$ cat config.mk
export PLATFORM = sky130hd
export DESIGN_NAME = stride_prefetcher_p
export DESIGN_NICKNAME = d
export VERILOG_FILES = /design/src/rtl/stride_prefetcher_p.sv
export SDC_FILE = /design/constraint.sdc
export NUM_CORES = 2
export LEC_CHECK = 0
export ABC_AREA = 1
export BUFFER_PORTS_ARGS = -buffer_cell sky130_fd_sc_hd__buf_2
export CORE_ASPECT_RATIO = 1.4
export CORE_MARGIN = 5
export CORE_UTILIZATION = 45
export DETAILED_ROUTE_END_ITERATION = 10
export GPL_ROUTABILITY_DRIVEN = 0
export GPL_TIMING_DRIVEN = 0
export PLACE_DENSITY_LB_ADDON = 0.12
export SYNTH_ARGS = -nofsm -noshare
export SYNTH_HDL_FRONTEND = slang
export SYNTH_SLANG_ARGS = --single-unit
export TNS_END_PERCENT = 5
$ cat constraint.sdc
create_clock -name clk -period 142.9 [get_ports clk]
set_input_delay 7.145 -clock clk [delete_from_list [all_inputs] [get_ports clk]]
set_output_delay 7.145 -clock clk [all_outputs]
set_load 0.05 [all_outputs]
$ cat src/rtl/stride_prefetcher_p.sv
// PC-indexed stride prefetcher: reference table, burst generator and a single-slot prefetch output.
// Define STRIDE_PF_FILTER_EN to build the outstanding-request-list duplicate filter.
module stride_prefetcher_p #(
    parameter int ADDR_W    = 16,
    parameter int PC_W      = 16,
    parameter int IDX_W     = 5,
    parameter int DEGREE    = 2,
    parameter int ORL_DEPTH = 8
) (
    input  logic              clk,
    input  logic              rst,
    input  logic              acc_valid,
    input  logic [PC_W-1:0]   acc_pc,
    input  logic [ADDR_W-1:0] acc_addr,
    output logic              pf_valid,
    output logic [ADDR_W-1:0] pf_addr,
    input  logic              pf_ready,
    output logic [15:0]       drop_cnt
);
    localparam int NUM_ENT = 1 << IDX_W;
    localparam int TAG_W   = PC_W - IDX_W;
    localparam int CNT_W   = 4;

    typedef enum logic [1:0] {
        ST_INIT      = 2'd0,
        ST_TRANSIENT = 2'd1,
        ST_STEADY    = 2'd2,
        ST_NOPRED    = 2'd3
    } st_e;

    typedef struct packed {
        logic              valid;
        logic [TAG_W-1:0]  tag;
        logic [ADDR_W-1:0] prev;
        logic [ADDR_W-1:0] stride;
        st_e               st;
    } entry_t;

    if (DEGREE < 1 || DEGREE > 8 || ORL_DEPTH < 1) begin : g_param_chk
        $error("stride_prefetcher_p: DEGREE must be 1..8 and ORL_DEPTH >= 1");
    end

    // ---------------- reference table ----------------
    entry_t            tbl_q [NUM_ENT];
    entry_t            tbl_d [NUM_ENT];
    entry_t            cur;
    logic [IDX_W-1:0]  idx;
    logic [TAG_W-1:0]  tag;
    logic              hit;
    logic              match;
    logic              trig;
    logic [ADDR_W-1:0] delta;
    st_e               nxt_st;

    assign idx = acc_pc[IDX_W-1:0];
    assign tag = acc_pc[PC_W-1:IDX_W];

    always_comb begin
        cur   = tbl_q[idx];
        hit   = acc_valid && cur.valid && (cur.tag == tag);
        delta = acc_addr - cur.prev;
        match = (delta == cur.stride);
        case (cur.st)
            ST_INIT:      nxt_st = ST_TRANSIENT;
            ST_TRANSIENT: nxt_st = match ? ST_STEADY : ST_NOPRED;
            ST_STEADY:    nxt_st = match ? ST_STEADY : ST_INIT;
            default:      nxt_st = match ? ST_TRANSIENT : ST_NOPRED;
        endcase
        trig  = hit && (nxt_st == ST_STEADY) && (delta != '0);
        tbl_d = tbl_q;
        if (acc_valid) begin
            if (hit) tbl_d[idx] = '{valid: 1'b1, tag: tag, prev: acc_addr, stride: delta, st: nxt_st};
            else     tbl_d[idx] = '{valid: 1'b1, tag: tag, prev: acc_addr, stride: '0, st: ST_INIT};
        end
    end

    always_ff @(posedge clk or posedge rst) begin
        if (rst) begin
            for (int i = 0; i < NUM_ENT; i++) tbl_q[i] <= '0;
        end else begin
            tbl_q <= tbl_d;
        end
    end

    // ---------------- burst generator and output slot ----------------
    logic [ADDR_W-1:0] base_q, base_d, gstride_q, gstride_d, cand;
    logic [CNT_W-1:0]  k_q, k_d, rem_q, rem_d;
    logic              pf_valid_q, pf_valid_d;
    logic [ADDR_W-1:0] pf_addr_q, pf_addr_d;
    logic              slot_free, eval, drop, push;

    assign slot_free = !pf_valid_q || pf_ready;
    assign eval      = slot_free && (rem_q != '0);
    assign cand      = base_q + ADDR_W'(k_q) * gstride_q;
    assign push      = eval && !drop;

    // A trigger overrides the advance, so a coinciding evaluation still used the old burst.
    always_comb begin
        base_d     = base_q;
        gstride_d  = gstride_q;
        k_d        = k_q;
        rem_d      = rem_q;
        pf_valid_d = pf_valid_q;
        pf_addr_d  = pf_addr_q;
        if (eval) begin
            k_d   = k_q + CNT_W'(1);
            rem_d = rem_q - CNT_W'(1);
        end
        if (trig) begin
            base_d    = acc_addr;
            gstride_d = delta;
            k_d       = CNT_W'(1);
            rem_d     = CNT_W'(DEGREE);
        end
        if (slot_free) begin
            pf_valid_d = push;
            if (push) pf_addr_d = cand;
        end
    end

    always_ff @(posedge clk or posedge rst) begin
        if (rst) begin
            base_q     <= '0;
            gstride_q  <= '0;
            k_q        <= '0;
            rem_q      <= '0;
            pf_valid_q <= 1'b0;
            pf_addr_q  <= '0;
        end else begin
            base_q     <= base_d;
            gstride_q  <= gstride_d;
            k_q        <= k_d;
            rem_q      <= rem_d;
            pf_valid_q <= pf_valid_d;
            pf_addr_q  <= pf_addr_d;
        end
    end

    assign pf_valid = pf_valid_q;
    assign pf_addr  = pf_addr_q;

`ifdef STRIDE_PF_FILTER_EN
    // ---------------- outstanding request list ----------------
    localparam int ORL_PW = (ORL_DEPTH > 1) ? $clog2(ORL_DEPTH) : 1;

    logic [ADDR_W-1:0]    orl_q [ORL_DEPTH];
    logic [ADDR_W-1:0]    orl_d [ORL_DEPTH];
    logic [ORL_DEPTH-1:0] orl_vld_q, orl_vld_d;
    logic [ORL_PW-1:0]    orl_wp_q, orl_wp_d;
    logic [15:0]          drop_cnt_q, drop_cnt_d;

    always_comb begin
        drop = 1'b0;
        for (int i = 0; i < ORL_DEPTH; i++) begin
            if (orl_vld_q[i] && (orl_q[i] == cand)) drop = 1'b1;
        end
    end

    always_comb begin
        orl_d      = orl_q;
        orl_vld_d  = orl_vld_q;
        orl_wp_d   = orl_wp_q;
        drop_cnt_d = drop_cnt_q;
        if (eval && drop && (drop_cnt_q != 16'hFFFF)) drop_cnt_d = drop_cnt_q + 16'd1;
        if (push) begin
            orl_d[orl_wp_q]     = cand;
            orl_vld_d[orl_wp_q] = 1'b1;
            orl_wp_d = (orl_wp_q == ORL_PW'(ORL_DEPTH - 1)) ? '0 : orl_wp_q + ORL_PW'(1);
        end
    end

    always_ff @(posedge clk or posedge rst) begin
        if (rst) begin
            for (int i = 0; i < ORL_DEPTH; i++) orl_q[i] <= '0;
            orl_vld_q  <= '0;
            orl_wp_q   <= '0;
            drop_cnt_q <= '0;
        end else begin
            orl_q      <= orl_d;
            orl_vld_q  <= orl_vld_d;
            orl_wp_q   <= orl_wp_d;
            drop_cnt_q <= drop_cnt_d;
        end
    end

    assign drop_cnt = drop_cnt_q;
`else
    assign drop     = 1'b0;
    assign drop_cnt = 16'd0;
`endif

endmodule

# ---- Word level (Yosys, flattened, before mapping)
# Cells that the tools add are included.
dict set report classes {
  addsub 4
  mul 1
  magnitude_cmp 2
  eq_ne 5
  muxes 16
  bitwise_logic 1
  reduce_logical 13
}
# cell n
set ops {}
lappend ops {{$bwmux 1472} 2}
lappend ops {{$mux 1472} 1}
lappend ops {{$bmux 46 s5} 1}
lappend ops {{$demux 46 s5} 1}
lappend ops {{$mux 46} 3}
lappend ops {{$add 16x16->16} 1}
lappend ops {{$eq 16x16->1} 1}
lappend ops {{$mul 4x16->16} 1}
lappend ops {{$mux 4} 4}
lappend ops {{$reduce_bool 16->1} 1}
lappend ops {{$sub 16x16->16} 1}
lappend ops {{$eq 11x11->1} 1}
lappend ops {{$ge 6x6->1 const B} 1}
lappend ops {{$logic_and 1x1->1} 6}
lappend ops {{$lt 6x1->1 const B} 1}
lappend ops {{$not 5->6} 1}
lappend ops {{$pmux 2 s3} 1}
lappend ops {{$add 4x1->4 const B} 1}
lappend ops {{$eq 2x2->1 const B} 2}
lappend ops {{$mux 2} 2}
lappend ops {{$reduce_bool 4->1} 1}
lappend ops {{$sub 4x1->4 const B} 1}
lappend ops {{$eq 2x1->1 const B} 1}
lappend ops {{$logic_not 2->1} 1}
lappend ops {{other kinds (5)} 5}
dict set report totals {
  ff_bits 1529
  input_bits 36
  out_inout_bits 33
  word_cells 208
}

# ---- Logic depth before layout (Yosys ltp)
dict set report depth {
  depth_word 12
  mapped_depth 38
  ltp_nobuf 31
}

# ---- Worst setup path after synthesis
# OpenSTA, ideal clock, no wires.
dict set report synth_path {
  path_type {input -> register}
  from {in acc_pc[1]}
  to {reg gstride_q[0]}
  setup_time_ps 117
  t_arrival_ps 11479
  required_ps 142783
  path_slack_ps 131304
  path_stages 29
  path_buffers 7
  cell_sequence {buf_4 > nand2_4 > buf_2 > buf_2 > buf_2 > clkbuf_1 > clkbuf_1 > o221ai_1 > nand2_1 > nand4_1 > a2111oi_0 > ha_1 > nand2_1 > nand2_1 > nand2_1 > nand3_1 > xor2_1 > clkinv_1 > nand3_1 > nand2_1 > nor2_1 > nand3_1 > nor2_1 > nand4_1 > a21oi_4 > nand2_2 > buf_2 > nand2_1 > nand2_1}
}
dict set report synth_via {
  elab_chain_len 11
  elab_cells_between_ends 20
  cone_classes {add/sub (1); eq/ne (5); mux (7); bitwise (1); reduce/logical (6)}
}
# item line_no
set synth_lines {}
lappend synth_lines {{from (decl)} 13} ;# input logic [PC_W-1:0] acc_pc,
lappend synth_lines {{$not 5->6 (not written as such) *} 59} ;# cur = tbl_q[idx];
lappend synth_lines {{$bmux 46 s5 *} 59}
lappend synth_lines {{$mux 46 (not written as such) * (2 in series)} 59}
lappend synth_lines {{$sub 16x16->16} 61} ;# delta = acc_addr - cur.prev;
lappend synth_lines {{$eq 16x16->1} 62} ;# match = (delta == cur.stride);
lappend synth_lines {{$mux 1 (tied with other cells)} 65} ;# ST_TRANSIENT: nxt_st = match ? ST_STEADY : ST_NOPRED;
lappend synth_lines {{$pmux 2 s3} 63} ;# case (cur.st)
lappend synth_lines {{$eq 2x2->1} 69} ;# trig = hit && (nxt_st == ST_STEADY) && (delta != '0);
lappend synth_lines {{$logic_and 1x1->1 (2 in series)} 69}
lappend synth_lines {{to (signal assigned)} 131} ;# gstride_q <= gstride_d;
lappend synth_lines {{to (decl)} 86} ;# logic [ADDR_W-1:0] base_q, base_d, gstride_q, gstride_d, cand;
# Every way passes the cells marked *; elsewhere a longest branch is shown, timed or not. The select of a mux whose other input is x is not followed.
# A chain may end at the register's enable or synchronous reset.

# ---- Worst setup path after layout
dict set report layout_path {
  from {in acc_pc[1]}
  to {reg rem_q[2]}
}
dict set report layout_via {
  elab_chain_len 12
  elab_cells_between_ends 22
  cone_classes {add/sub (1); eq/ne (5); mux (8); bitwise (1); reduce/logical (7)}
}
# item line_no
set layout_lines {}
lappend layout_lines {{$not 5->6 (not written as such) *} 59}
lappend layout_lines {{$bmux 46 s5 *} 59}
lappend layout_lines {{$mux 46 (not written as such) * (2 in series)} 59}
lappend layout_lines {{$sub 16x16->16} 61}
lappend layout_lines {{$eq 16x16->1} 62}
lappend layout_lines {{$mux 1 (tied with other cells)} 65}
lappend layout_lines {{$pmux 2 s3} 63}
lappend layout_lines {{$eq 2x2->1} 69}
lappend layout_lines {{$logic_and 1x1->1} 69}
lappend layout_lines {{$logic_and 1x1->1 *} 69}
lappend layout_lines {{$mux 4 or $reduce_bool 2->1 (tied branches)} -}
lappend layout_lines {{to (signal assigned)} 133} ;# rem_q <= rem_d;
lappend layout_lines {{to (decl)} 87} ;# logic [CNT_W-1:0] k_q, k_d, rem_q, rem_d;
# Marked as above.

==> impl_metrics.ini <==
[timing]
relSlewSlack_pct = -5.12
slew_viol_final = 32
setup_tns_ns = 0
fmax_mhz = 67.0
post-route-min-period_ns = 14.93
finalHoldViolations = 0
fin_skew_ns = 0.0546
worst_pin_slew_ns = 1.58
period_share_pct = 10.4
hold-worst-slack_ns = 0.452
grt_setup_unrepaired = no
setup_viol = 0

[cells_and_area]
drive_gt1_share_pct = 6.43
final_nets = 8590
syn2layout_area_growth_pct = 12.5
fin_cells = 10697
stdcell_area_um2 = 78500

[placed_design]
place_hpwl_um = 232000
dp_cells = 10393
portBuffers = 51
dpl-instance-area_um2 = 73200

[clock_network]
insertion_delay_ns = 0.86
root_buffer = clkbuf_16
clk_pin_slew_ns = 0.06
cts_tree = built
cts_buffers = 156
post_cts_buffers = 0
cts.hold.buffers_added = 0
cts-resized-gates = 0
cts.sinks = 1529
clockBufferDepth = 3
h-tree-depth = 4

[grt]
antenna_found_initial = 19
grt_pass1_vias = 62393
track_usage_pct = 38.9
grt_max_degree = 126
overflow = 0
grt_pass1_wl_um = 453000

[die]
start_util_pct = 45.1
die_h_um = 476
die_w_um = 343
rows = 171
coreArea_um2 = 155000
ios = 69
dieArea_um2 = 163000

[drt]
wirelength_um = 322000
drtPass1Iterations = 9
drtIter0Drc = 9035
postRouteAntennaNets = 0
wl_per_cell_um = 30.1
drt-vias-per-instance = 6.10
drc = 0
vias = 65222

[yosys]
ys.flop_type = dfrtp_1
syn_avg_cell_area_um2 = 8.47
synth-async-reset-ratio_pct = 100
synth_edf_count = 0
synthCells = 8231
yosys_warnings = 0
synth_common_cells = nand2_1 (2571), dfrtp_1 (1529), o21ai_0 (1344)
synth_area_um2 = 69800
synth_top_area_share_pct = 54.9
synth.distinct_cells = 44
yosysMostFrequentCell = nand2_1
ys_seq_area_share_pct = 54.9
yosys-top-cells-area = dfrtp_1 (55%), nand2_1 (14%), o21ai_0 (9.6%)
synth_top_cell_by_area = dfrtp_1
ys_ff_latch = 1529

[setup_path]
setup.worst_path.end_class = flop
cp_slowest_cell = buf_1
critPathMaxStageDelay_ns = 0.74
cp.arrival_ns = 15.59
crit_type = input pin to flop
crit_required_ns = 143.56
rr_worst_depth = 19
crit_cells = 28
critPathMostFrequentCell = nand2_1
worst-path-buf-inv = 8
cp-start-kind = input pin
critPathMaxFanout = 11
crit_family = buffers and inverters

[power]
power_density_nw_per_um2 = 15.0
cellLeakagePower_nw = 38.1
ir_drop_v = 0.0000101

[run_status]
violations = capacitance limit, slew limit
status = finished, violations left

[run]
maxCapViolCount = 5

[min_path]
worstHoldPathCells = 2
hp-class = flop to flop
worst paths after layout:
path | startpoint | end | slack, ns
max in group asynchronous | rst | async pin | 133.32
max | acc_pc[1] | rem_q[2]$_DFFE_PP0P_ | 127.97
min reg2reg | tbl_q[781]$_DFFE_PP0P_ | tbl_q[781]$_DFFE_PP0P_ | 0.45
max reg2reg | flop | rem_q[2]$_DFFE_PP0P_ | 136.70
min | tbl_q[781]$_DFFE_PP0P_ | tbl_q[781]$_DFFE_PP0P_ | 0.45
min in group asynchronous | rst | tbl_q[738]$_DFFE_PP0P_ | 6.48
routing by layer:
| metal | global-route usage, % | up-vias | share of wire, % |
|---|---|---|---|
| met5 | 0 | - | 0.016 |
| met4 | 31.0 | 8 | 10 |
| met3 | 11.1 | 1284 | 11 |
| met2 | 58.4 | 4280 | 43 |
| met1 | 46.9 | 32045 | 36 |
| li1 | - | 27605 | - |
worst reg2reg max path, stage by stage (launching register included):
cell	delay (ns)
dfrtp_1	0.37
a22oi_1	0.41
o221ai_1	0.26
a21o_1	0.20
a2111oi_0	0.54
ha_1	0.42
a21oi_1	0.28
nand3_1	0.21
xor2_1	0.71
clkinv_1	0.48
nand3_1	0.20
nand2_1	0.06
nor2_1	0.19
nand3_1	0.19
nor2_1	0.23
nand4_1	0.19
nand2_1	0.22
nand2_1	0.08
nor2_1	0.69
nor2_1	0.11
metrics by stage:
stage | utilization, % | power (mW) | setup WS, ns
after floorplan | - | 0.670 | 92.62
after global placement | 47.0 | 0.746 | 75.36
after detailed placement | 47.3 | 0.748 | 127.56
after CTS | 50.7 | 1.17 | 128.38
after global routing | 50.7 | 1.22 | 127.90
final | 50.7 | 1.18 | 127.97
power breakdown:
group	leakage (nW)	internal, mW	switching, mW
Sequential	19.5	0.500	0.0301
Clock	2.59	0.242	0.189
Combinational	16.1	0.0636	0.156
cell type report:
class                   count  area [µm²]
diodes                     17        42.5
plain buffers             645        2760
clock buffers             226        4540
clock inverters            60         706
fillers                 15150       76200
inverters                 681        2560
multi-input cells        5391       26300
flip-flops and latches   1529       38300
well taps                2076        2600
repair buffers             72         758
placed cells by master (no fill, tap or decap), types with 158 or more instances in the layout:
cell type | Yosys | routed
nor2_1 | 241 | 233
o22ai_1 | 332 | 332
o21ai_0 | 1344 | 1344
buf_2 | 126 | 177
a22oi_1 | 331 | 331
dfrtp_1 | 1529 | 1529
clkbuf_16 | 0 | 158
nand2_1 | 2571 | 2571
clkbuf_1 | 460 | 491
inv_1 | 658 | 657
kinds of logic after synthesis:
group                      synth area share [%]
other                                   0.00538
and+or+nand+nor                            16.8
DFF                                        54.9
AOI/OAI and AO/OA                          18.5
buffers and inverters                      7.61
xor gates and xnor gates                  0.377
muxes                                    0.0144
adders and majority gates                  1.82
Power figures use the tool's default switching activity.
